$ cat src/rtl/axistream_forwarder_bytelen_if.sv
`default_nettype none
// ============================================================================
// axistream_forwarder_bytelen_if : AXI-Stream bundle (TDATA/TKEEP/TVALID/TLAST/TREADY)
// Revision 1.0
// ============================================================================
interface axistream_forwarder_bytelen_if #(
    parameter int DATA_WIDTH = 64
);
    logic [DATA_WIDTH-1:0]   TDATA;
    logic [DATA_WIDTH/8-1:0] TKEEP;
    logic                    TVALID;
    logic                    TLAST;
    logic                    TREADY;

    modport master (
        output TDATA, TKEEP, TVALID, TLAST,
        input  TREADY
    );

    modport slave (
        input  TDATA, TKEEP, TVALID, TLAST,
        output TREADY
    );
endinterface
`default_nettype wire

$ cat src/rtl/axistream_forwarder_bytelen.sv
`default_nettype none
// ============================================================================
// axistream_forwarder_bytelen : streams one packetmem packet as AXIS with TKEEP
// Revision 1.0
// ============================================================================
module axistream_forwarder_bytelen #(
    parameter int DATA_WIDTH  = 64,
    parameter int ADDR_WIDTH  = 9,
    parameter bit PESSIMISTIC = 1'b0,
    localparam int BYTES      = DATA_WIDTH / 8,
    localparam int BSEL       = $clog2(BYTES),
    localparam int PLEN_WIDTH = ADDR_WIDTH + BSEL + 1
) (
    input  wire                          clk,
    input  wire                          rst,
    axistream_forwarder_bytelen_if.master axis,
    output logic [ADDR_WIDTH-1:0]        forwarder_rd_addr,
    input  wire  [DATA_WIDTH-1:0]        forwarder_rd_data,
    output logic                         forwarder_rd_en,
    output logic                         forwarder_done,
    input  wire                          ready_for_forwarder,
    input  wire  [PLEN_WIDTH-1:0]        len_to_forwarder
);

    typedef enum logic [1:0] {
        S_IDLE  = 2'd0,
        S_READ  = 2'd1,
        S_DRAIN = 2'd2,
        S_DONE  = 2'd3
    } state_t;

    state_t                  state, state_next;
    logic                    ready_int;
    logic [PLEN_WIDTH-1:0]   len_int;
    logic [PLEN_WIDTH-1:0]   len_m1;
    logic [BSEL-1:0]         len_rem;
    logic [BYTES-1:0]        keep_calc;
    logic [ADDR_WIDTH-1:0]   last_addr, last_addr_next;
    logic [BYTES-1:0]        last_keep, last_keep_next;
    logic [ADDR_WIDTH-1:0]   rd_addr_next;
    logic                    rd_en_next;
    logic                    issue_last;
    logic                    inflight, inflight_last;
    logic                    push, pop, valid;
    logic [1:0]              count;
    logic                    wptr, rptr;
    logic [2:0]              credit_used;
    logic [DATA_WIDTH-1:0]   buf_data [2];
    logic                    buf_last [2];
    logic                    unused_len_bits;

    generate
        if (PESSIMISTIC) begin : g_pessimistic
            logic                  ready_q;
            logic [PLEN_WIDTH-1:0] len_q;
            // Dropping ready while done is high stops a stale ready from restarting us.
            always_ff @(posedge clk) begin
                if (rst) begin
                    ready_q <= 1'b0;
                    len_q   <= '0;
                end else begin
                    ready_q <= ready_for_forwarder && !forwarder_done;
                    len_q   <= len_to_forwarder;
                end
            end
            assign ready_int = ready_q;
            assign len_int   = len_q;
        end else begin : g_direct
            assign ready_int = ready_for_forwarder;
            assign len_int   = len_to_forwarder;
        end
    endgenerate

    assign len_m1          = len_int - 1'b1;
    assign len_rem         = len_int[BSEL-1:0];
    assign unused_len_bits = ^{len_m1[PLEN_WIDTH-1], len_m1[BSEL-1:0]};

    always_comb begin
        keep_calc = '0;
        for (int b = 0; b < BYTES; b++) begin
            keep_calc[b] = (len_rem == '0) || (b < int'(len_rem));
        end
    end

    assign valid      = (count != 2'd0);
    assign pop        = valid && axis.TREADY;
    assign push       = inflight;
    assign issue_last = forwarder_rd_en && (forwarder_rd_addr == last_addr);

    // Words already committed: buffered, landing now, and requested this cycle.
    assign credit_used = {1'b0, count} + {2'b00, inflight} + {2'b00, forwarder_rd_en}
                       - {2'b00, pop};

    always_comb begin
        state_next     = state;
        rd_en_next     = 1'b0;
        rd_addr_next   = forwarder_rd_addr;
        last_addr_next = last_addr;
        last_keep_next = last_keep;
        if (forwarder_rd_en) begin
            rd_addr_next = forwarder_rd_addr + 1'b1;
        end
        case (state)
            S_IDLE: begin
                if (ready_int) begin
                    if (len_int != '0) begin
                        last_addr_next = len_m1[BSEL +: ADDR_WIDTH];
                        last_keep_next = keep_calc;
                        rd_addr_next   = '0;
                        rd_en_next     = 1'b1;
                        state_next     = S_READ;
                    end else begin
                        state_next = S_DONE;
                    end
                end
            end
            S_READ: begin
                rd_en_next = !issue_last && (credit_used < 3'd2);
                if (issue_last) begin
                    state_next = S_DRAIN;
                end
            end
            S_DRAIN: begin
                if (pop && axis.TLAST) begin
                    state_next = S_DONE;
                end
            end
            S_DONE: begin
                rd_addr_next = '0;
                state_next   = S_IDLE;
            end
            default: state_next = S_IDLE;
        endcase
    end

    always_ff @(posedge clk) begin
        if (rst) begin
            state             <= S_IDLE;
            forwarder_rd_en   <= 1'b0;
            forwarder_rd_addr <= '0;
            last_addr         <= '0;
            last_keep         <= '0;
            inflight          <= 1'b0;
            inflight_last     <= 1'b0;
            count             <= 2'd0;
            wptr              <= 1'b0;
            rptr              <= 1'b0;
        end else begin
            state             <= state_next;
            forwarder_rd_en   <= rd_en_next;
            forwarder_rd_addr <= rd_addr_next;
            last_addr         <= last_addr_next;
            last_keep         <= last_keep_next;
            inflight          <= forwarder_rd_en;
            inflight_last     <= issue_last;
            if (push) begin
                wptr <= ~wptr;
            end
            if (pop) begin
                rptr <= ~rptr;
            end
            case ({push, pop})
                2'b10:   count <= count + 1'b1;
                2'b01:   count <= count - 1'b1;
                default: count <= count;
            endcase
        end
    end

    always_ff @(posedge clk) begin
        if (push) begin
            buf_data[wptr] <= forwarder_rd_data;
            buf_last[wptr] <= inflight_last;
        end
    end

    always_ff @(posedge clk) begin
        if (!rst) begin
            assert (!(push && !pop && (count == 2'd2)));
        end
    end

    // Outputs are gated by valid so an empty buffer presents all zeros.
    assign axis.TVALID    = valid;
    assign axis.TDATA     = valid ? buf_data[rptr] : '0;
    assign axis.TLAST     = valid && buf_last[rptr];
    assign axis.TKEEP     = !valid ? '0 : (buf_last[rptr] ? last_keep : {BYTES{1'b1}});
    assign forwarder_done = (state == S_DONE);

endmodule
`default_nettype wire

$ cat src/flat_wrapper.sv
// flat-port wrapper written by rule: the top's interface ports become plain ports
module axistream_forwarder_bytelen_flat 
#(
    parameter int DATA_WIDTH  = 64,
    parameter int ADDR_WIDTH  = 9,
    parameter bit PESSIMISTIC = 1'b0,
    localparam int BYTES      = DATA_WIDTH / 8,
    localparam int BSEL       = $clog2(BYTES),
    localparam int PLEN_WIDTH = ADDR_WIDTH + BSEL + 1
)
  (clk, rst, forwarder_rd_addr, forwarder_rd_data, forwarder_rd_en, forwarder_done, ready_for_forwarder, len_to_forwarder, axis_TDATA, axis_TKEEP, axis_TVALID, axis_TLAST, axis_TREADY);
  axistream_forwarder_bytelen_if #(.DATA_WIDTH(DATA_WIDTH)) axis_i ();
  input  wire clk;
  input  wire rst;
  output logic [ADDR_WIDTH-1:0] forwarder_rd_addr;
  input  wire  [DATA_WIDTH-1:0] forwarder_rd_data;
  output logic forwarder_rd_en;
  output logic forwarder_done;
  input  wire ready_for_forwarder;
  input  wire  [PLEN_WIDTH-1:0] len_to_forwarder;
  output wire logic [$bits(axis_i.TDATA)-1:0] axis_TDATA;
  output wire logic [$bits(axis_i.TKEEP)-1:0] axis_TKEEP;
  output wire logic [$bits(axis_i.TVALID)-1:0] axis_TVALID;
  output wire logic [$bits(axis_i.TLAST)-1:0] axis_TLAST;
  input wire logic [$bits(axis_i.TREADY)-1:0] axis_TREADY;
  assign axis_TDATA = axis_i.TDATA;
  assign axis_TKEEP = axis_i.TKEEP;
  assign axis_TVALID = axis_i.TVALID;
  assign axis_TLAST = axis_i.TLAST;
  assign axis_i.TREADY = axis_TREADY;
  axistream_forwarder_bytelen #(.DATA_WIDTH(DATA_WIDTH), .ADDR_WIDTH(ADDR_WIDTH), .PESSIMISTIC(PESSIMISTIC)) u_core (.clk(clk), .rst(rst), .axis(axis_i), .forwarder_rd_addr(forwarder_rd_addr), .forwarder_rd_data(forwarder_rd_data), .forwarder_rd_en(forwarder_rd_en), .forwarder_done(forwarder_done), .ready_for_forwarder(ready_for_forwarder), .len_to_forwarder(len_to_forwarder));
endmodule
$ cat config.mk
export PLATFORM = sky130hd
export DESIGN_NAME = axistream_forwarder_bytelen_flat
export DESIGN_NICKNAME = d
export VERILOG_FILES = /design/src/rtl/axistream_forwarder_bytelen_if.sv /design/src/rtl/axistream_forwarder_bytelen.sv /design/src/flat_wrapper.sv
export SDC_FILE = /design/constraint.sdc
export NUM_CORES = 1
export LEC_CHECK = 0
export CAP_MARGIN = 20
export CORE_AREA = 4 4 133 135
export CTS_BUF_LIST = sky130_fd_sc_hd__clkbuf_8
export CTS_CLUSTER_SIZE = 14
export DETAILED_ROUTE_END_ITERATION = 12
export DIE_AREA = 0 0 137 139
export GPL_TIMING_DRIVEN = 0
export PLACE_DENSITY = 0.71
export SLEW_MARGIN = 15
export SYNTH_ARGS = -nofsm -noshare
export SYNTH_HDL_FRONTEND = slang
export SYNTH_SLANG_ARGS = --single-unit
$ cat constraint.sdc
create_clock -name clk -period 9.4 [get_ports clk]
set_input_delay 1.88 -clock clk [delete_from_list [all_inputs] [get_ports clk]]
set_output_delay 1.88 -clock clk [all_outputs]
set_load 0.01 [all_outputs]
==> impl_metrics.tcl, run 1 <==
set metrics [dict create \
    outcome "complete, no violations" \
    peakVddDrop_uv 93.8 \
    crit_arrival_ns 2.71 \
    vias_per_cell 4.91 \
    path_cells "clkbuf_1 > buf_2 > mux2i_1 > nor2_1 > clkdlybuf4s50_1" \
    skew_ns 0.00858 \
    reg2reg_depth 10 \
    cts.sinks 166 \
    power_frac_comb_pct 36.5 \
    p_seq_share_pct 40.6 \
    timing.reg2reg.setup_slack_ns 6.59 \
    synth.avg_cell_area_um2 13.6 \
    yosysWarningCount 0 \
    async_flop_share_pct 0 \
    first_pass_iters 5 \
    cts_tree "yes" \
    rsz0062_at_grt "no" \
    tns_ns 0 \
    p_leak_nw 3.08 \
    globalplace.congestion 0.826 \
    cellPowerDensity_nw_per_um2 243 \
    start_util_pct 41.3 \
    grt_usage_pct 15.7 \
    seq_area_frac_synth_pct 68.0 \
    post-synth-top-count-cell "edfxtp_1" \
    cts_root_buffer "clkbuf_8" \
    clkLatencyLatePin_ns 0.44 \
    yosysTopAreaCell "edfxtp_1" \
    first_global_vias 4666 \
    max_slew.worst_pin.slew_ns 0.952 \
    cap_violations 0 \
    num_io_pins 166 \
    cts_resized 0 \
    cp.required_ns 7.52 \
    min_to "u_core.buf_last[0]" \
    cts_setup_buffers 0 \
    synthFlopType "edfxtp_1" \
    crit_path_max_fanout 10 \
    report.final.slew_viol_count 0 \
    power.switching_uw 718 \
    area_delta_synth_final_pct 34.6 \
    cts.clk_slew.worst_paths_ns 0.08 \
    swShare_pct 32.3 \
    relSlewSlack_pct 34.7 \
    period_needed_ns 4.59 \
    die_w_um 137 \
    clockPowerShare_pct 22.9 \
    synth_commonest_cells "edfxtp_1 (130), nor2_1 (124), mux2i_1 (66)" \
    reg2reg_to "u_core.forwarder_rd_en" \
    synth_area_leaders "edfxtp_1 (57%), dfxtp_1 (11%), mux2i_1 (9.7%), nor2_1 (6.8%), xor2_1 (1.9%)" \
    fp.dieH_um 139 \
    slowest_delay_ns 0.60 \
    synthesis.nets 591 \
    core_area_um2 16500 \
    drcViolationCount 0 \
    fin_nets 774 \
    postCtsHoldBufs 0 \
    clock_path_buffers 2 \
    dp_hpwl_um 10900 \
    grt_max_degree 39 \
    worst_setup_path_end_kind "output port" \
    antenna_found_initial 0 \
    max_freq_ghz 0.218 \
    cts-buffers-inserted 17 \
    grt_overflow_total 0 \
    hold_viol_final 0 \
    synth-edff-count 130 \
    crit_path_start_kind "flip-flop" \
    hold_path_class "reg2reg" \
    p_int_mw 1.51 \
    avgRoutedWirePerCell_um 16.5 \
    crit_slowest_cell "clkbuf_1" \
    holdWs_ns 0.439 \
    crit_type "reg2out" \
    grt_pass1_wl_um 23500 \
    die-area_um2 19000 \
    synth.top_cell.area_share_pct 57.4 \
    drt-initial-drc-count 203 \
    ys_seq_elements 166 \
    finalSetupViolCount 0 \
    synth_cell_types 43 \
    antennaDiodeCount 0 \
    drive_above_1_share_pct 8.48 \
    io_buffers 161 \
    hp-start "u_core.inflight_last" \
    antenna_left 0 \
    r2r_start "u_core.count[0]" \
    syn_inst 501 \
    nFillCells 1372 \
    wl_um 15100 \
    htreeDepth 4 \
    period_share_pct 48.9 \
    synthesis.area_um2 6800 \
    worstHoldPathCells 0 \
    vias 4495 \
    rows 47 \
]
critical path: cells and delay by family (launching register included):
family / cells / cell delay [ns]
buffers and inverters: 3 / 1.57
flip-flops: 1 / 0.35
multiplexers: 1 / 0.29
AND/OR/NAND/NOR: 1 / 0.06
how the worst max path moves through the flow:
stage	start	endpoint	cells after the start
after floorplan	axis_TREADY	u_core.forwarder_rd_en	10
after global placement	u_core.inflight	u_core.buf_data[0][49]	2
after detailed placement	axis_TREADY	u_core.forwarder_rd_en	11
after CTS	flip-flop	axis_TDATA[5]	5
after global routing	flip-flop	axis_TDATA[5]	5
final	flip-flop	axis_TDATA[5]	5
area by class of cell:
type	count	area [um^2]	share of cell area [%]
buffer	25	128	1.39
clock buffer	17	234	2.55
clock inverter	14	165	1.80
inverter	13	48.8	0.533
multi-input combinational	297	2010	22.0
sequential	166	4620	50.5
tap	220	275	3.01
timing repair buffer	164	1670	18.3
logic make-up after synthesis:
kind of cell,count (synthesis),share of synthesized area [%]
xor gates and xnor gates,28,3.61
muxes,66,9.71
AOI/OAI and AO/OA,33,4.14
adders and majority gates,9,1.77
DFF,166,68.0
buffers and inverters,38,2.59
and+or+nand+nor,161,10.2
cells in the final DEF (no fill, tap or decap), types with 2 or more instances in the layout:
cell,count
a311oi_2,4
nand4_1,2
mux2i_1,66
buf_1,6
edfxtp_1,130
nor3_1,7
inv_6,6
inv_8,2
o21ai_1,2
o21ai_0,5
a21oi_1,2
nor3_2,2
xor2_1,15
clkinv_4,2
nand2_1,9
ha_1,8
clkbuf_8,17
inv_1,13
dfxtp_1,36
buf_6,3
xnor2_1,13
buf_2,9
nor2_1,123
a211oi_2,2
clkbuf_1,7
o21a_1,3
a221oi_1,2
a211oi_1,5
clkdlybuf4s50_1,161
nor4_1,2
bufinv_16,2
a311oi_1,2
buf_12,3
nand3_1,5
metrics by stage:
step / util, % / instance area (um^2) / power, mW / worst slack, ns / cells
6_report: 55.6 / 9160 / 2.22 / 4.81 / 916
3_5_place_dp: 53.2 / 8760 / 1.74 / 4.95 / 885
5_1_grt: 55.6 / 9160 / 2.36 / 4.61 / 916
4_1_cts: 55.6 / 9160 / 2.25 / 4.71 / 916
2_1_floorplan: - / 6800 / 1.35 / 5.58 / 501
3_3_place_gp: 52.8 / 8690 / 1.72 / 4.24 / 882
flip-flops by register name, indices dropped and copies added, names as in the netlist, named ones only:
signal and cells:
u_core.buf_data 128, u_core.buf_last 2, u_core.count 2, u_core.forwarder_rd_addr 9, u_core.forwarder_rd_en 1, u_core.inflight 1, u_core.inflight_last 1, u_core.last_addr 9
u_core.last_keep 8, u_core.rptr 1, u_core.state 2, u_core.wptr 1
power groups by stage:
stage          Sequential, mW  Clock (mW)  Combinational [mW]
6_report                0.904       0.508               0.811
3_5_place_dp            0.920           0               0.817
5_1_grt                 0.910       0.559               0.886
2_1_floorplan           0.917           0               0.438
3_3_place_gp            0.926           0               0.790
4_1_cts                 0.904       0.525               0.823
per-layer routing:
metal  routed length [um]  track usage (%)  share of wire (%)
met4                  176             4.83                1.2
met2                 7530             26.7                 50
met1                 6320             19.2                 42
met5                    0                0                  0
met3                 1110             4.61                7.3
Power figures use the tool's default switching activity.
==> run 2, diff against run 1 <==
Settings changed: PLACE_DENSITY 0.71 to 0.74.
Clock period 9.4 ns to 3.7 ns, I/O delays scaled along.
==> impl_metrics.tcl, run 2 (same netlist as run 1, synthesis figures left out) <==
set metrics [dict create \
    vias 4419 \
    setup_ws_ns 0.345 \
    antennaDiodeCount 0 \
    io_buffers 161 \
    rows 47 \
    p_leak_nw 3.08 \
    crit_path_start_kind "flip-flop" \
    period_needed_ns 3.36 \
    cts.clk_slew.worst_paths_ns 0.08 \
    grt_overflow_total 0 \
    drt-initial-drc-count 180 \
    p_total_mw 5.56 \
    routed-wl-met2_um 7060 \
    fin_nets 774 \
    max_slew.worst_pin.slew_ns 0.943 \
    start_util_pct 41.3 \
    die-area_um2 19000 \
    final_cell_mix "clkdlybuf4s50_1 (161), edfxtp_1 (130), nor2_1 (123), mux2i_1 (66), dfxtp_1 (36)" \
    dr_wl_met3_um 1160 \
    wl_um 14700 \
    cts_root_buffer "clkbuf_8" \
    num_io_pins 166 \
    antenna_found_initial 0 \
    fin_area_um2 9140 \
    outcome "complete, no violations" \
    vias_per_cell 4.82 \
    cp.required_ns 2.96 \
    clock_path_buffers 2 \
    hold_viol_final 0 \
    ff_latch_area_um2 4620 \
    cts-buffers-inserted 17 \
    core_area_um2 16500 \
    crit_path_max_fanout 10 \
    largest_reg_flops 128 \
    htreeDepth 4 \
    cts_tree "yes" \
    crit_type "reg2out" \
    fp.dieH_um 139 \
    largest-register "u_core.buf_data" \
    period_share_pct 90.7 \
    die_w_um 137 \
    cellPowerDensity_nw_per_um2 608 \
    cts_setup_buffers 0 \
    skew_ns 0.0108 \
    finalSetupViolCount 0 \
    first_global_vias 4498 \
    area_delta_synth_final_pct 34.4 \
    multi_input_area_um2 2010 \
    dp_hpwl_um 10700 \
    wl_met1_um 6240 \
    drcViolationCount 0 \
    drive_above_1_share_pct 7.89 \
    cap_violations 0 \
    antenna_left 0 \
    relSlewSlack_pct 35.4 \
    cts.sinks 166 \
    clkLatencyLatePin_ns 0.44 \
    mostFrequentLayoutCell "clkdlybuf4s50_1" \
    globalplace.congestion 0.843 \
    crit_arrival_ns 2.62 \
    hold_path_class "reg2reg" \
    rsz0062_at_grt "no" \
    detailedPlace.worstSlack_ns 0.370 \
    worst_setup_path_end_kind "output port" \
    placed_cell_area_um2 8770 \
    nFillCells 1363 \
    first_pass_iters 4 \
    layout_top_registers "u_core.buf_data x128, u_core.forwarder_rd_addr x9, u_core.last_addr x9" \
    grt_max_degree 53 \
    cts_resized 0 \
    grt_usage_pct 15.3 \
    report.final.slew_viol_count 0 \
    peakVddDrop_uv 259 \
    avgRoutedWirePerCell_um 16.0 \
    grt_pass1_wl_um 22600 \
    postCtsHoldBufs 0 \
    max_freq_ghz 0.298 \
    top_layer "met4" \
]
[run 2: layout make-up]
cell class                 count  area share [%]
buffer                        25            1.40
clock buffer                  17            2.56
clock inverter                15            1.52
inverter                      13           0.534
multi-input combinational    297            22.0
sequential                   166            50.6
tap                          220            3.01
timing repair buffer         164            18.4
[run 2: path summary, 6_finish.rpt]
path	end	start	slack (ns)	cells past startpoint
setup / recovery	axis_TDATA[19]	flip-flop	0.34	5
hold / removal	u_core.buf_last[0]	u_core.inflight_last	0.44	0
setup reg to reg	u_core.forwarder_rd_en	u_core.count[0]	0.93	10
hold reg to reg	u_core.buf_last[0]	u_core.inflight_last	0.44	0
[run 2: power by group]
group	total (mW)	switching (mW)	internal (mW)
combinational	2.05	1.06	0.995
sequential	2.29	0.0841	2.21
clock	1.21	0.622	0.591
total	5.56	1.76	3.80
[run 2: metal layers]
layer  GRT usage, %  vias to the layer above
li1               -                     2152
met1           18.6                     2099
met2           25.2                      145
met3           5.70                       23
met4           4.73                        0
met5              0                        -
[run 2: stage by stage]
step | hold WS (ns) | utilization, % | instances | setup TNS (ns)
after floorplan | 0.404 | - | 501 | 0
after global placement | 0.409 | 52.8 | 882 | -94.68
after detailed placement | 0.421 | 53.2 | 885 | 0
after CTS | 0.440 | 55.5 | 917 | 0
after global routing | 0.446 | 55.5 | 917 | 0
final | 0.440 | 55.5 | 917 | 0
[run 2: critical path, stage by stage, from the launching register on]
cell	delay [ns]
dfxtp_1	0.35
clkbuf_1	0.52
buf_2	0.43
mux2i_1	0.14
nor2_1	0.16
clkdlybuf4s50_1	0.58
==> run 3, diff against run 2 <==
Settings changed: CORE_AREA 4 4 133 135 to 4 4 136 138, DIE_AREA 0 0 137 139 to 0 0 140 142, PLACE_DENSITY 0.74 to 0.71, SLEW_MARGIN 15 to 20.
==> impl_metrics.tcl, run 3 (same netlist as run 1, synthesis figures left out) <==
set metrics [dict create \
    grt_pass1_wl_um 24100 \
    num_io_pins 166 \
    cts_root_buffer "clkbuf_8" \
    vias_per_cell 4.80 \
    cts.sinks 166 \
    hold_path_class "reg2reg" \
    max_slew.worst_pin.slew_ns 0.947 \
    cts_tree "yes" \
    cap_violations 0 \
    first_global_vias 4644 \
    rsz0062_at_grt "no" \
    final_cell_mix "clkdlybuf4s50_1 (161), edfxtp_1 (130), nor2_1 (123), mux2i_1 (66), dfxtp_1 (36)" \
    area_delta_synth_final_pct 34.7 \
    clock_path_buffers 2 \
    cellPowerDensity_nw_per_um2 605 \
    wl_um 15100 \
    die_w_um 140 \
    cts_setup_buffers 0 \
    fin_nets 775 \
    drcViolationCount 0 \
    grt_overflow_total 0 \
    tns_ns 0 \
    drive_above_1_share_pct 8.45 \
    cts_resized 0 \
    die-area_um2 19900 \
    grt_max_degree 38 \
    nFillCells 1468 \
    htreeDepth 4 \
    period_share_pct 92.3 \
    antenna_left 0 \
    crit_arrival_ns 2.67 \
    p_seq_share_pct 41.4 \
    period_needed_ns 3.41 \
    timing.reg2reg.setup_slack_ns 0.96 \
    crit_path_max_fanout 10 \
    postCtsHoldBufs 0 \
    dp_hpwl_um 11100 \
    cts-buffers-inserted 17 \
    crit_type "reg2out" \
    crit_path_start_kind "flip-flop" \
    max_freq_ghz 0.293 \
    fp.dieH_um 142 \
    first_pass_iters 4 \
    multi_input_area_um2 2010 \
    mostFrequentLayoutCell "clkdlybuf4s50_1" \
    power_frac_comb_pct 37.6 \
    worst_setup_path_end_kind "output port" \
    post-route-util_pct 53.3 \
    report.final.slew_viol_count 0 \
    p_leak_nw 3.08 \
    largest_reg_flops 128 \
    antenna_found_initial 1 \
    largest-register "u_core.buf_data" \
    layout_top_registers "u_core.buf_data x128, u_core.forwarder_rd_addr x9, u_core.last_addr x9" \
    rows 48 \
    hold_viol_final 0 \
    cp.required_ns 2.96 \
    clockPowerShare_pct 21.0 \
    cts.clk_slew.worst_paths_ns 0.08 \
    p_int_mw 3.70 \
    vias 4434 \
    clkLatencyLatePin_ns 0.45 \
    core_area_um2 17200 \
    peakVddDrop_uv 259 \
    skew_ns 0.0143 \
    avgRoutedWirePerCell_um 16.4 \
    outcome "complete, no violations" \
    drt-initial-drc-count 213 \
    globalplace.congestion 0.825 \
    grt_usage_pct 15.4 \
    io_buffers 161 \
    start_util_pct 39.6 \
    swShare_pct 33.2 \
    power.switching_mw 1.84 \
    ff_latch_area_um2 4620 \
    finalSetupViolCount 0 \
    relSlewSlack_pct 35.0 \
]
-- run 3: power by group through the flow --
stage | combinational [mW] | sequential [mW] | clock (mW)
after floorplan | 1.11 | 2.33 | 0
after global placement | 2.02 | 2.35 | 0
after detailed placement | 2.10 | 2.34 | 0
after CTS | 2.11 | 2.30 | 1.20
after global routing | 2.27 | 2.32 | 1.29
final | 2.08 | 2.30 | 1.16
-- run 3: stage by stage --
| step | instance area [um^2] | setup WS [ns] | total power [mW] | std cells | hold slack (ns) |
|---|---|---|---|---|---|
| 5_1_grt | 9160 | 0.0872 | 5.88 | 924 | 0.460 |
| 6_report | 9160 | 0.286 | 5.54 | 924 | 0.454 |
| 3_3_place_gp | 8690 | -1.57 | 4.37 | 887 | 0.407 |
| 4_1_cts | 9160 | 0.197 | 5.61 | 923 | 0.446 |
| 3_5_place_dp | 8800 | 0.366 | 4.44 | 891 | 0.425 |
| 2_1_floorplan | 6800 | 0.0828 | 3.44 | 501 | 0.404 |
-- run 3: final timing paths --
kind / start / end / cells past startpoint
setup / recovery: flip-flop / axis_TDATA[3] / 5
setup reg to reg: u_core.count[0] / u_core.forwarder_rd_en / 10
hold / removal: u_core.inflight_last / u_core.buf_last[0] / 0
hold reg to reg: u_core.inflight_last / u_core.buf_last[0] / 0
-- run 3: final cells by class --
cell class	instances	share of cell area (%)
diodes	1	0.0273
clock inverters	15	1.35
well taps	225	3.07
plain buffers	25	1.39
repair buffers	165	18.6
inverters	13	0.533
clock buffers	17	2.55
multi-input cells	297	22.0
flip-flops and latches	166	50.5
-- run 3: routing by layer --
layer / vias to the layer above / GRT usage (%) / routed length [um]
met1: 2110 / 19.5 / 6670
met2: 144 / 25.8 / 7320
met4: 0 / 4.64 / 222
met5: - / 0 / 0
li1: 2165 / - / -
met3: 15 / 4.50 / 934
-- run 3: worst max-delay path, stage by stage (launching register included) --
cell	delay [ns]
dfxtp_1	0.35
clkbuf_1	0.55
buf_2	0.44
mux2i_1	0.12
nor2_1	0.20
clkdlybuf4s50_1	0.58
